[src/rtl/array_arbiter_pkg.sv]
// Shared types and helpers for the array arbiter.
// Slot numbering and the rotating-priority pick.
package array_arbiter_pkg;

  localparam int ADDR_N = 11;
  localparam int INT_N  = 32;

  typedef enum logic [1:0] {
    SLOT_W0 = 2'd0,
    SLOT_R0 = 2'd1,
    SLOT_W1 = 2'd2,
    SLOT_R1 = 2'd3
  } slot_e;

  typedef struct packed {
    logic       hit;
    logic [1:0] idx;
  } pick_t;

  // First eligible slot scanning ptr, ptr+1, ... (mod 4).
  function automatic pick_t rr_pick(
    input logic [3:0] elig,
    input logic [1:0] ptr
  );
    pick_t      res;
    logic [1:0] idx;
    res = '0;
    for (int i = 3; i >= 0; i--) begin
      idx = ptr + 2'(i);
      if (elig[idx]) begin
        res.hit = 1'b1;
        res.idx = idx;
      end
    end
    return res;
  endfunction

endpackage

[src/rtl/array_arbiter_if.sv]
// Client streams and array port of the arbiter.
// master = clients + array, slave = arbiter.
interface array_arbiter_if
  import array_arbiter_pkg::*;
#(
  parameter int AN = ADDR_N,
  parameter int DN = INT_N
);
  logic [AN-1:0] rA0, rA1;
  logic          rA0_valid, rA1_valid;
  logic          rA0_ready, rA1_ready;
  logic [DN-1:0] r0, r1;
  logic          r0_valid, r1_valid;
  logic          r0_ready, r1_ready;
  logic [AN-1:0] wA0, wA1;
  logic          wA0_valid, wA1_valid;
  logic          wA0_ready, wA1_ready;
  logic [DN-1:0] w0, w1;
  logic          w0_valid, w1_valid;
  logic          w0_ready, w1_ready;
  logic          b0_valid, b1_valid;
  logic          b0_ready, b1_ready;
  logic [AN-1:0] arr_addr;
  logic          arr_we;
  logic [DN-1:0] arr_di;
  logic [DN-1:0] arr_do;

  modport master (
    output rA0, rA0_valid, rA1, rA1_valid,
    input  rA0_ready, rA1_ready,
    input  r0, r0_valid, r1, r1_valid,
    output r0_ready, r1_ready,
    output wA0, wA0_valid, wA1, wA1_valid,
    input  wA0_ready, wA1_ready,
    output w0, w0_valid, w1, w1_valid,
    input  w0_ready, w1_ready,
    input  b0_valid, b1_valid,
    output b0_ready, b1_ready,
    input  arr_addr, arr_we, arr_di,
    output arr_do
  );

  modport slave (
    input  rA0, rA0_valid, rA1, rA1_valid,
    output rA0_ready, rA1_ready,
    output r0, r0_valid, r1, r1_valid,
    input  r0_ready, r1_ready,
    input  wA0, wA0_valid, wA1, wA1_valid,
    output wA0_ready, wA1_ready,
    input  w0, w0_valid, w1, w1_valid,
    output w0_ready, w1_ready,
    output b0_valid, b1_valid,
    input  b0_ready, b1_ready,
    output arr_addr, arr_we, arr_di,
    input  arr_do
  );

endinterface

[src/rtl/array_client_port.sv]
// Per-client response state: read in flight,
// read-data slot and write-acknowledge slot.
module array_client_port
  import array_arbiter_pkg::*;
#(
  parameter int DN = INT_N
) (
  input  logic          clk,
  input  logic          rst,
  input  logic          wr_gnt,
  input  logic          rd_gnt,
  input  logic          b_ready,
  input  logic          r_ready,
  input  logic [DN-1:0] arr_do,
  output logic          inflight,
  output logic          b_valid,
  output logic          r_valid,
  output logic [DN-1:0] r
);

  // A read occupies exactly one cycle while the array answers.
  always_ff @(posedge clk) begin
    if (rst) inflight <= 1'b0;
    else     inflight <= rd_gnt;
  end

  // Capture array data in the in-flight cycle; hold until taken.
  always_ff @(posedge clk) begin
    if (rst) begin
      r_valid <= 1'b0;
      r       <= '0;
    end else if (inflight) begin
      r_valid <= 1'b1;
      r       <= arr_do;
    end else if (r_ready) begin
      r_valid <= 1'b0;
    end
  end

  // Write acknowledge raised after each write grant.
  always_ff @(posedge clk) begin
    if (rst)          b_valid <= 1'b0;
    else if (wr_gnt)  b_valid <= 1'b1;
    else if (b_ready) b_valid <= 1'b0;
  end

endmodule

[src/rtl/array_arbiter.sv]
// Two-client, single-port array arbiter with
// rotating priority over four request slots.
module array_arbiter
  import array_arbiter_pkg::*;
#(
  parameter int AN = ADDR_N,
  parameter int DN = INT_N
) (
  input logic            clk,
  input logic            rst,
  array_arbiter_if.slave bus
);

  logic [3:0]    elig;
  logic [3:0]    gnt;
  logic [1:0]    ptr;
  pick_t         pick;
  logic [AN-1:0] addr_q;
  logic [DN-1:0] di_q;
  logic [1:0]    inflight;
  logic [1:0]    b_valid;
  logic [1:0]    r_valid;

  // Slot eligibility from request valids and response room.
  always_comb begin
    elig          = '0;
    elig[SLOT_W0] = bus.wA0_valid & bus.w0_valid
                  & (~b_valid[0] | bus.b0_ready);
    elig[SLOT_R0] = bus.rA0_valid & ~inflight[0]
                  & (~r_valid[0] | bus.r0_ready);
    elig[SLOT_W1] = bus.wA1_valid & bus.w1_valid
                  & (~b_valid[1] | bus.b1_ready);
    elig[SLOT_R1] = bus.rA1_valid & ~inflight[1]
                  & (~r_valid[1] | bus.r1_ready);
  end

  assign pick = rr_pick(elig, ptr);

  // One-hot grant, suppressed during reset.
  always_comb begin
    gnt = '0;
    if (pick.hit && !rst) gnt[pick.idx] = 1'b1;
  end

  assign bus.wA0_ready = gnt[SLOT_W0];
  assign bus.w0_ready  = gnt[SLOT_W0];
  assign bus.rA0_ready = gnt[SLOT_R0];
  assign bus.wA1_ready = gnt[SLOT_W1];
  assign bus.w1_ready  = gnt[SLOT_W1];
  assign bus.rA1_ready = gnt[SLOT_R1];

  // Priority moves past the last winner; idle cycles keep it.
  always_ff @(posedge clk) begin
    if (rst)       ptr <= 2'd0;
    else if (|gnt) ptr <= pick.idx + 2'd1;
  end

  // Array port mux; address and data hold when idle.
  always_comb begin
    bus.arr_addr = addr_q;
    bus.arr_di   = di_q;
    bus.arr_we   = 1'b0;
    unique case (1'b1)
      gnt[SLOT_W0]: begin
        bus.arr_addr = bus.wA0;
        bus.arr_di   = bus.w0;
        bus.arr_we   = 1'b1;
      end
      gnt[SLOT_R0]: bus.arr_addr = bus.rA0;
      gnt[SLOT_W1]: begin
        bus.arr_addr = bus.wA1;
        bus.arr_di   = bus.w1;
        bus.arr_we   = 1'b1;
      end
      gnt[SLOT_R1]: bus.arr_addr = bus.rA1;
      default: ;
    endcase
  end

  // Remember the last presented address and data.
  always_ff @(posedge clk) begin
    if (rst) begin
      addr_q <= '0;
      di_q   <= '0;
    end else begin
      addr_q <= bus.arr_addr;
      di_q   <= bus.arr_di;
    end
  end

  array_client_port #(.DN(DN)) u_port0 (
    .clk      (clk),
    .rst      (rst),
    .wr_gnt   (gnt[SLOT_W0]),
    .rd_gnt   (gnt[SLOT_R0]),
    .b_ready  (bus.b0_ready),
    .r_ready  (bus.r0_ready),
    .arr_do   (bus.arr_do),
    .inflight (inflight[0]),
    .b_valid  (b_valid[0]),
    .r_valid  (r_valid[0]),
    .r        (bus.r0)
  );

  array_client_port #(.DN(DN)) u_port1 (
    .clk      (clk),
    .rst      (rst),
    .wr_gnt   (gnt[SLOT_W1]),
    .rd_gnt   (gnt[SLOT_R1]),
    .b_ready  (bus.b1_ready),
    .r_ready  (bus.r1_ready),
    .arr_do   (bus.arr_do),
    .inflight (inflight[1]),
    .b_valid  (b_valid[1]),
    .r_valid  (r_valid[1]),
    .r        (bus.r1)
  );

  assign bus.b0_valid = b_valid[0];
  assign bus.b1_valid = b_valid[1];
  assign bus.r0_valid = r_valid[0];
  assign bus.r1_valid = r_valid[1];

endmodule

[src/flat_wrapper.sv]
// flat-port wrapper written by rule: the top's interface ports become plain ports
module array_arbiter_flat import array_arbiter_pkg::*;
#(
  parameter int AN = ADDR_N,
  parameter int DN = INT_N
)
  (clk, rst, bus_rA0, bus_rA0_valid, bus_rA1, bus_rA1_valid, bus_rA0_ready, bus_rA1_ready, bus_r0, bus_r0_valid, bus_r1, bus_r1_valid, bus_r0_ready, bus_r1_ready, bus_wA0, bus_wA0_valid, bus_wA1, bus_wA1_valid, bus_wA0_ready, bus_wA1_ready, bus_w0, bus_w0_valid, bus_w1, bus_w1_valid, bus_w0_ready, bus_w1_ready, bus_b0_valid, bus_b1_valid, bus_b0_ready, bus_b1_ready, bus_arr_addr, bus_arr_we, bus_arr_di, bus_arr_do);
  array_arbiter_if #(.AN(AN), .DN(DN)) bus_i ();
  input logic clk;
  input logic rst;
  input wire logic [$bits(bus_i.rA0)-1:0] bus_rA0;
  input wire logic [$bits(bus_i.rA0_valid)-1:0] bus_rA0_valid;
  input wire logic [$bits(bus_i.rA1)-1:0] bus_rA1;
  input wire logic [$bits(bus_i.rA1_valid)-1:0] bus_rA1_valid;
  output wire logic [$bits(bus_i.rA0_ready)-1:0] bus_rA0_ready;
  output wire logic [$bits(bus_i.rA1_ready)-1:0] bus_rA1_ready;
  output wire logic [$bits(bus_i.r0)-1:0] bus_r0;
  output wire logic [$bits(bus_i.r0_valid)-1:0] bus_r0_valid;
  output wire logic [$bits(bus_i.r1)-1:0] bus_r1;
  output wire logic [$bits(bus_i.r1_valid)-1:0] bus_r1_valid;
  input wire logic [$bits(bus_i.r0_ready)-1:0] bus_r0_ready;
  input wire logic [$bits(bus_i.r1_ready)-1:0] bus_r1_ready;
  input wire logic [$bits(bus_i.wA0)-1:0] bus_wA0;
  input wire logic [$bits(bus_i.wA0_valid)-1:0] bus_wA0_valid;
  input wire logic [$bits(bus_i.wA1)-1:0] bus_wA1;
  input wire logic [$bits(bus_i.wA1_valid)-1:0] bus_wA1_valid;
  output wire logic [$bits(bus_i.wA0_ready)-1:0] bus_wA0_ready;
  output wire logic [$bits(bus_i.wA1_ready)-1:0] bus_wA1_ready;
  input wire logic [$bits(bus_i.w0)-1:0] bus_w0;
  input wire logic [$bits(bus_i.w0_valid)-1:0] bus_w0_valid;
  input wire logic [$bits(bus_i.w1)-1:0] bus_w1;
  input wire logic [$bits(bus_i.w1_valid)-1:0] bus_w1_valid;
  output wire logic [$bits(bus_i.w0_ready)-1:0] bus_w0_ready;
  output wire logic [$bits(bus_i.w1_ready)-1:0] bus_w1_ready;
  output wire logic [$bits(bus_i.b0_valid)-1:0] bus_b0_valid;
  output wire logic [$bits(bus_i.b1_valid)-1:0] bus_b1_valid;
  input wire logic [$bits(bus_i.b0_ready)-1:0] bus_b0_ready;
  input wire logic [$bits(bus_i.b1_ready)-1:0] bus_b1_ready;
  output wire logic [$bits(bus_i.arr_addr)-1:0] bus_arr_addr;
  output wire logic [$bits(bus_i.arr_we)-1:0] bus_arr_we;
  output wire logic [$bits(bus_i.arr_di)-1:0] bus_arr_di;
  input wire logic [$bits(bus_i.arr_do)-1:0] bus_arr_do;
  assign bus_i.rA0 = bus_rA0;
  assign bus_i.rA0_valid = bus_rA0_valid;
  assign bus_i.rA1 = bus_rA1;
  assign bus_i.rA1_valid = bus_rA1_valid;
  assign bus_rA0_ready = bus_i.rA0_ready;
  assign bus_rA1_ready = bus_i.rA1_ready;
  assign bus_r0 = bus_i.r0;
  assign bus_r0_valid = bus_i.r0_valid;
  assign bus_r1 = bus_i.r1;
  assign bus_r1_valid = bus_i.r1_valid;
  assign bus_i.r0_ready = bus_r0_ready;
  assign bus_i.r1_ready = bus_r1_ready;
  assign bus_i.wA0 = bus_wA0;
  assign bus_i.wA0_valid = bus_wA0_valid;
  assign bus_i.wA1 = bus_wA1;
  assign bus_i.wA1_valid = bus_wA1_valid;
  assign bus_wA0_ready = bus_i.wA0_ready;
  assign bus_wA1_ready = bus_i.wA1_ready;
  assign bus_i.w0 = bus_w0;
  assign bus_i.w0_valid = bus_w0_valid;
  assign bus_i.w1 = bus_w1;
  assign bus_i.w1_valid = bus_w1_valid;
  assign bus_w0_ready = bus_i.w0_ready;
  assign bus_w1_ready = bus_i.w1_ready;
  assign bus_b0_valid = bus_i.b0_valid;
  assign bus_b1_valid = bus_i.b1_valid;
  assign bus_i.b0_ready = bus_b0_ready;
  assign bus_i.b1_ready = bus_b1_ready;
  assign bus_arr_addr = bus_i.arr_addr;
  assign bus_arr_we = bus_i.arr_we;
  assign bus_arr_di = bus_i.arr_di;
  assign bus_i.arr_do = bus_arr_do;
  array_arbiter #(.AN(AN), .DN(DN)) u_core (.clk(clk), .rst(rst), .bus(bus_i));
endmodule
[config.mk]
export PLATFORM = sky130hd
export DESIGN_NAME = array_arbiter_flat
export DESIGN_NICKNAME = d
export VERILOG_FILES = /design/src/rtl/array_arbiter_pkg.sv /design/src/rtl/array_arbiter_if.sv /design/src/rtl/array_client_port.sv /design/src/rtl/array_arbiter.sv /design/src/flat_wrapper.sv
export SDC_FILE = /design/constraint.sdc
export NUM_CORES = 1
export LEC_CHECK = 0
export CELL_PAD_IN_SITES_DETAIL_PLACEMENT = 1
export CELL_PAD_IN_SITES_GLOBAL_PLACEMENT = 1
export CORE_ASPECT_RATIO = 1.1
export CORE_MARGIN = 8
export CORE_UTILIZATION = 28
export DETAILED_ROUTE_END_ITERATION = 12
export PLACE_DENSITY_LB_ADDON = 0.1
export SYNTH_ARGS = -nofsm -noshare
export SYNTH_HDL_FRONTEND = slang
export SYNTH_SLANG_ARGS = --single-unit
[constraint.sdc]
create_clock -name clk -period 3.4 [get_ports clk]
set_input_delay 0.51 -clock clk [delete_from_list [all_inputs] [get_ports clk]]
set_output_delay 0.51 -clock clk [all_outputs]
set_load 0.03 [all_outputs]
== Word-level counts from Yosys, hierarchy flattened ==
Cells that the tools add are included.

* Div/mod/pow operators: 0
* Bitwise logic cells: 18
* Eq/ne operators: 0
* Mux-type cells: 26
* $add $sub $neg: 4
* Shifts and indexed selects: 0
* Reduce and logical (&&, ||, !) cells: 9
* Order comparisons: 6
* $mul: 0

{| class="wikitable"
|+ Operators by type and width
! operator !! count
|-
| 32-bit one-hot mux with 2 select lines || 1
|-
| 11-bit one-hot mux with 4 select lines || 1
|-
| 2-bit by 3-bit < comparator with 1-bit output, second input constant || 5
|-
| 1-bit 2-to-1 mux || 14
|-
| 3-bit 2-to-1 mux || 4
|-
| 1-bit AND || 8
|-
| 1-bit binary-select mux with 2-bit select || 4
|-
| 2-bit nonzero test || 4
|-
| 1-bit inverter || 6
|-
| 2-bit by 1-bit adder with 2-bit output, second input constant || 2
|-
| 2-bit adder, second input constant || 2
|-
| 4-bit 2-to-1 mux || 1
|-
| 1-bit bitwise OR || 4
|-
| 4-bit OR reduction || 1
|-
| 1-bit demux with 2-bit select || 1
|-
| 2-bit by 1-bit greater-or-equal comparator with 1-bit output, second input constant || 1
|-
| 1-bit logical AND || 2
|-
| 2-bit OR reduction || 1
|-
| 1-bit logical NOT || 1
|}

* Word-level logic and storage cells: 74
* Bits in registers: 115
* RAM bits: 0
* Bits in latches: 0
* Bits in read-only memories: 0
* Bits of input ports: 152
* Output and inout port bits: 118
* Memories kept: 0

== Logic depth before layout (Yosys ltp) ==
Gate-level depths: netlist of the first run.

* Word-level depth: 16
* Mapped depth: 14
* Mapped depth without buffers: 11

== Cells and area by module ==
A second synthesis of the first run with hierarchy kept.

* Cells, all modules: 516
* Area, all modules: 5,267.6 um^2

{| class="wikitable"
|+ By module, submodules not included
! module !! cells an instance !! area an instance (um^2) !! instances !! seq. area each (um^2)
|-
| array_arbiter || 288 || 2,730.1 || 1 || 900.9
|-
| array_client_port || 114 || 1,268.7 || 2 || 700.7
|}

== Worst setup path before layout of the first run ==
No wires, ideal clock.

* Path type: reg-to-output
* Start point: register u_core.u_port0.r_valid
* End point: output bus_arr_di[0]
* Cell stages (with the launch flop): 12
* Required time: 2.890 ns
* Arrival time: 2.820 ns
* Buffers on the path: 3
* Setup slack: 0.070 ns
* Cells stage by stage: dfxtp_1 > nor2b_1 > nor2_1 > a21o_1 > a21oi_1 > o22a_1 > ha_1 > buf_2 > buf_2 > clkbuf_1 > a22oi_1 > o2bb2ai_1

* Cells in the longest elaborated chain, start to end: 15

{| class="wikitable"
|+ Ends and longest elaborated chain
! element !! line !! RTL
|-
| from (decl) || array_client_port.sv:17 || <nowiki>output logic r_valid,</nowiki>
|-
| from (signal assigned) || array_client_port.sv:30 || <nowiki>r_valid <= 1'b0;</nowiki>
|-
| from (signal assigned) || array_client_port.sv:33 || <nowiki>r_valid <= 1'b1;</nowiki>
|-
| from (signal assigned) || array_client_port.sv:36 || <nowiki>r_valid <= 1'b0;</nowiki>
|-
| 1-bit inverter * || array_arbiter.sv:30 || <nowiki>& (~r_valid[0] | bus.r0_ready);</nowiki>
|-
| 1-bit bitwise OR * || array_arbiter.sv:30 ||
|-
| 1-bit AND * || array_arbiter.sv:30 ||
|-
| 1-bit binary-select mux with 2-bit select || array_arbiter_pkg.sv:30 || <nowiki>if (elig[idx]) begin</nowiki>
|-
| 1-bit 2-to-1 mux (not written as such) || array_arbiter_pkg.sv:30 ||
|-
| 3-bit 2-to-1 mux (3 in series) || array_arbiter_pkg.sv:30 ||
|-
| 3-bit 2-to-1 mux * || array_arbiter_pkg.sv:30 ||
|-
| 2-bit by 3-bit < comparator with 1-bit output (not written as such) or 2-bit by 1-bit greater-or-equal comparator with 1-bit output (tied branches) || array_arbiter.sv:42 || <nowiki>if (pick.hit && !rst) gnt[pick.idx] = 1'b1;</nowiki>
|-
| 1-bit logical AND (not written as such) || array_arbiter.sv:42 ||
|-
| 1-bit 2-to-1 mux (not written as such) || array_arbiter.sv:42 ||
|-
| 1-bit demux with 2-bit select || -- ||
|-
| 4-bit 2-to-1 mux * || array_arbiter.sv:42 ||
|-
| 32-bit one-hot mux with 2 select lines * || array_arbiter.sv:63 || <nowiki>unique case (1'b1)</nowiki>
|-
| to (decl) || flat_wrapper.sv:41 || <nowiki>output wire logic [$bits(bus_i.arr_di)-1:0] bus_arr_di;</nowiki>
|}

Mark *: on every way between the ends. The rest lies on a longest branch, timed or not. The select of a mux whose other input is x is not followed.

== Worst setup path after layout of the first run ==
* Start point: input bus_rA1_valid
* End point: output bus_arr_addr[7]

* Cells in the longest elaborated chain, start to end: 14

{| class="wikitable"
|+ Ends and longest elaborated chain
! element !! line !! RTL
|-
| from (decl) || flat_wrapper.sv:14 || <nowiki>input wire logic [$bits(bus_i.rA1_valid)-1:0] bus_rA1_valid;</nowiki>
|-
| 1-bit AND * || array_arbiter.sv:33 || <nowiki>elig[SLOT_R1] = bus.rA1_valid & ~inflight[1]</nowiki>
|-
| 1-bit AND * || array_arbiter.sv:34 || <nowiki>& (~r_valid[1] | bus.r1_ready);</nowiki>
|-
| 1-bit binary-select mux with 2-bit select || array_arbiter_pkg.sv:30 ||
|-
| 1-bit 2-to-1 mux (not written as such) || array_arbiter_pkg.sv:30 ||
|-
| 3-bit 2-to-1 mux (3 in series) || array_arbiter_pkg.sv:30 ||
|-
| 3-bit 2-to-1 mux * || array_arbiter_pkg.sv:30 ||
|-
| 2-bit by 3-bit < comparator with 1-bit output (not written as such) or 2-bit by 1-bit greater-or-equal comparator with 1-bit output (tied branches) || array_arbiter.sv:42 ||
|-
| 1-bit logical AND (not written as such) || array_arbiter.sv:42 ||
|-
| 1-bit 2-to-1 mux (not written as such) || array_arbiter.sv:42 ||
|-
| 1-bit demux with 2-bit select || -- ||
|-
| 4-bit 2-to-1 mux * || array_arbiter.sv:42 ||
|-
| 11-bit one-hot mux with 4 select lines * || array_arbiter.sv:63 ||
|-
| to (decl) || flat_wrapper.sv:39 || <nowiki>output wire logic [$bits(bus_i.arr_addr)-1:0] bus_arr_addr;</nowiki>
|}

Marked as above.

==> out/results.ini, run 1 <==
[floorplan]
dieArea_mm2=0.02260
core_area_mm2=0.01768
num_rows=51
die_h_um=156.9
die_x_um=144.1
start_util=0.2858
num_io_pins=270

[outcome]
status=complete, no violations

[clock_tree]
clock_path_buffers=2
cts_root_buffer=clkbuf_16
htreeDepth=4
cts_tree=done
clkTransAtPathRegs_ns=0.05
cts_made_buffers=17
clock_latency_ns=0.42
clock-sinks=115

[yosys]
yosysWarnings=0
synth_area_mm2=0.005052
ys.flop_type=dfxtp_1
yosysUniqueCellTypes=36
syn_inst=498
syn-num-nets=654
synth_edf_count=0
synth_seq_cells=115
avgSynthCellArea_um2=10.15
yosysSeqAreaShare=0.4557
async_flop_share=0

[place]
hpwl_um=15440
place_area_mm2=0.008243
place.gp.congestion=0.7884
port-buffer-count=269
dp_slack_ns=-0.2293

[timing]
finalSetupViolCount=0
fin_crit_ns=3.294
skew_ns=0.007789
slew_headroom=0.5579
hold_viol_final=0
worst_pin_slew_ns=0.6632
timing.final.crit_share=0.9690
fin_hold_ws_ns=0.4379
drv_slew=0
rsz0062_at_grt=false
max_clock_freq_mhz=303.5
setup_slack_ns=0.1055

[drt]
first_iter_violations=168
wirelength_um=20620
drc=0
post_drt_wl_per_cell_um=19.45
vias=5099
ant_nets=0
viasPerCell=4.810
first_pass_iters=4

[worst_hold_path]
holdCritPathClass=input pin to flip-flop
hold_start=rst
hold_depth=2

[worst_setup_path]
ff2ff_path_depth=12
worstReg2RegStart=u_core.u_port0.b_valid
worst-path-max-fanout=13
crit_path_end_kind=output pin
critical_path_class=input pin to output pin
setup.worst_path.start_class=input pin
crit_arrival_ns=2.78
critPathLaunch=bus_rA1_valid
cp.required_ns=2.89

[cells_and_area]
multiInputGateArea_mm2=0.002688
nets=966
final_cell_area_mm2=0.009151
seqCellArea_mm2=0.002305
synthToLayoutAreaGrowth_pct=81.13
nFillCells=1957
antenna_cells=0
drive_gt1_frac=0.2506

[global_route]
overflow=0
grt_start_max_net_pins=67
grt_pass1_vias=5737
grt_pass1_wl_um=30730
track_usage=0.1753
antenna_found_initial=0

[power]
power-per-cell-area_mw_per_mm2=668.3
p_leak_nw=3.566
peakVddDrop_v=0.0003876

[job]
cap_violations=0

what timing repair did:
| action | in CTS | in global routing |
|---|---|---|
| resized for setup | 23 | 42 |
| cloned | 0 | 1 |
| hold endpoints to repair | 0 | 0 |
| hold buffers | 0 | 0 |
| buffers inserted | 4 | 5 |
| pin swaps | 6 | 18 |
| setup endpoints to repair | 46 | 42 |
power by group:
| group | total [W] | switching, W | internal [W] |
|---|---|---|---|
| combinational | 0.00275 | 0.00146 | 0.00129 |
| sequential | 0.00166 | 0.000114 | 0.00155 |
| clock | 0.00171 | 0.000649 | 0.00106 |
final cells by class:
class | instances | share of cell area
clock buffer | 20 | 0.05100
clock inverter | 11 | 0.01148
inverter | 3 | 0.001231
multi-input combinational | 334 | 0.2937
sequential | 115 | 0.2518
tap | 238 | 0.03254
timing repair buffer | 339 | 0.3582
path summary, 6_finish.rpt:
| path | to | slack [ns] |
|---|---|---|
| hold reg to reg | u_core.di_q[17] | 0.46 |
| hold / removal | u_core.ptr[1] | 0.44 |
| setup reg to reg | u_core.addr_q[7] | 0.97 |
| setup / recovery | bus_arr_addr[7] | 0.11 |
routing by layer:
| metal | GRT usage | share of wire | vias to the layer above |
|---|---|---|---|
| li1 | - | - | 2453 |
| met1 | 0.1752 | 0.36 | 2429 |
| met2 | 0.3184 | 0.52 | 178 |
| met3 | 0.06094 | 0.084 | 39 |
| met4 | 0.08120 | 0.031 | 0 |
| met5 | 0 | 0 | - |
state kept, by name, indices dropped and copies added, names as in the netlist:
signal	flops
u_core.di_q	32
u_core.u_port0.r	32
u_core.u_port1.r	32
u_core.addr_q	11
u_core.ptr	2
u_core.u_port0.b_valid	1
u_core.u_port0.inflight	1
u_core.u_port0.r_valid	1
u_core.u_port1.b_valid	1
u_core.u_port1.inflight	1
u_core.u_port1.r_valid	1
Yosys cell counts, types with 5 or more instances:
master | instances | share of area
buf_6 | 5 | 0.011
clkbuf_1 | 23 | 0.017
and2_1 | 16 | 0.020
dfxtp_1 | 115 | 0.46
buf_2 | 13 | 0.013
o2bb2ai_1 | 63 | 0.11
nor2_1 | 76 | 0.056
a22o_1 | 7 | 0.012
nand2_1 | 14 | 0.010
a22oi_1 | 54 | 0.080
mux2i_1 | 65 | 0.13
metrics by stage:
step                      utilization  power, W  setup TNS [ns]  instances
after CTS                      0.5048  0.006083               0       1055
after global placement         0.4663  0.004202          -1.310       1020
final                          0.5177  0.006116               0       1060
after global routing           0.5177  0.006429               0       1060
after floorplan                     -  0.003102               0        498
after detailed placement       0.4663  0.004268          -5.825       1020
cells in the final DEF, fill, tap and decap left out, types with 3 or more instances in the layout:
| cell type | count |
|---|---|
| a22o_1 | 6 |
| clkdlybuf4s50_1 | 210 |
| buf_6 | 14 |
| o2bb2ai_1 | 63 |
| nand2_1 | 11 |
| and2_1 | 15 |
| clkinv_4 | 3 |
| a22oi_2 | 10 |
| dlymetal6s2s_1 | 8 |
| nand2_2 | 3 |
| inv_1 | 3 |
| mux2i_1 | 65 |
| clkbuf_8 | 3 |
| a22oi_1 | 44 |
| a21o_1 | 3 |
| o21ai_4 | 3 |
| a22o_4 | 5 |
| clkbuf_16 | 18 |
| o22ai_2 | 3 |
| nor2_2 | 4 |
| clkinvlp_4 | 4 |
| dfxtp_1 | 113 |
| buf_4 | 97 |
| nor2_1 | 70 |
| buf_12 | 8 |
cell families after synthesis:
logic type / count (synthesis) / share of synthesized area
compound gates: 149 / 0.2524
fa+ha+maj: 4 / 0.009906
buf+inv: 49 / 0.05076
flops: 115 / 0.4557
mux: 65 / 0.1288
simple gates: 116 / 0.1025
critical path, stage by stage:
cell and delay (ns):
clkdlybuf4s50_1 0.51, nand2b_4 0.08, nor2_4 0.13, o221ai_2 0.13
o21ai_2 0.12, nand2_2 0.13, ha_4 0.19, buf_6 0.16
buf_4 0.17, a22oi_2 0.16, nand2_1 0.11, a22o_4 0.23
buf_6 0.14
Power figures use the tool's default switching activity.
==> run 2: changes to the inputs <==
ABC_CLOCK_PERIOD_IN_PS = 3400   (was unset)
CTS_CLUSTER_DIAMETER = 60   (was unset)
==> results of run 2 <==
The final DEF is identical to that of run 1; final timing and power are the same.
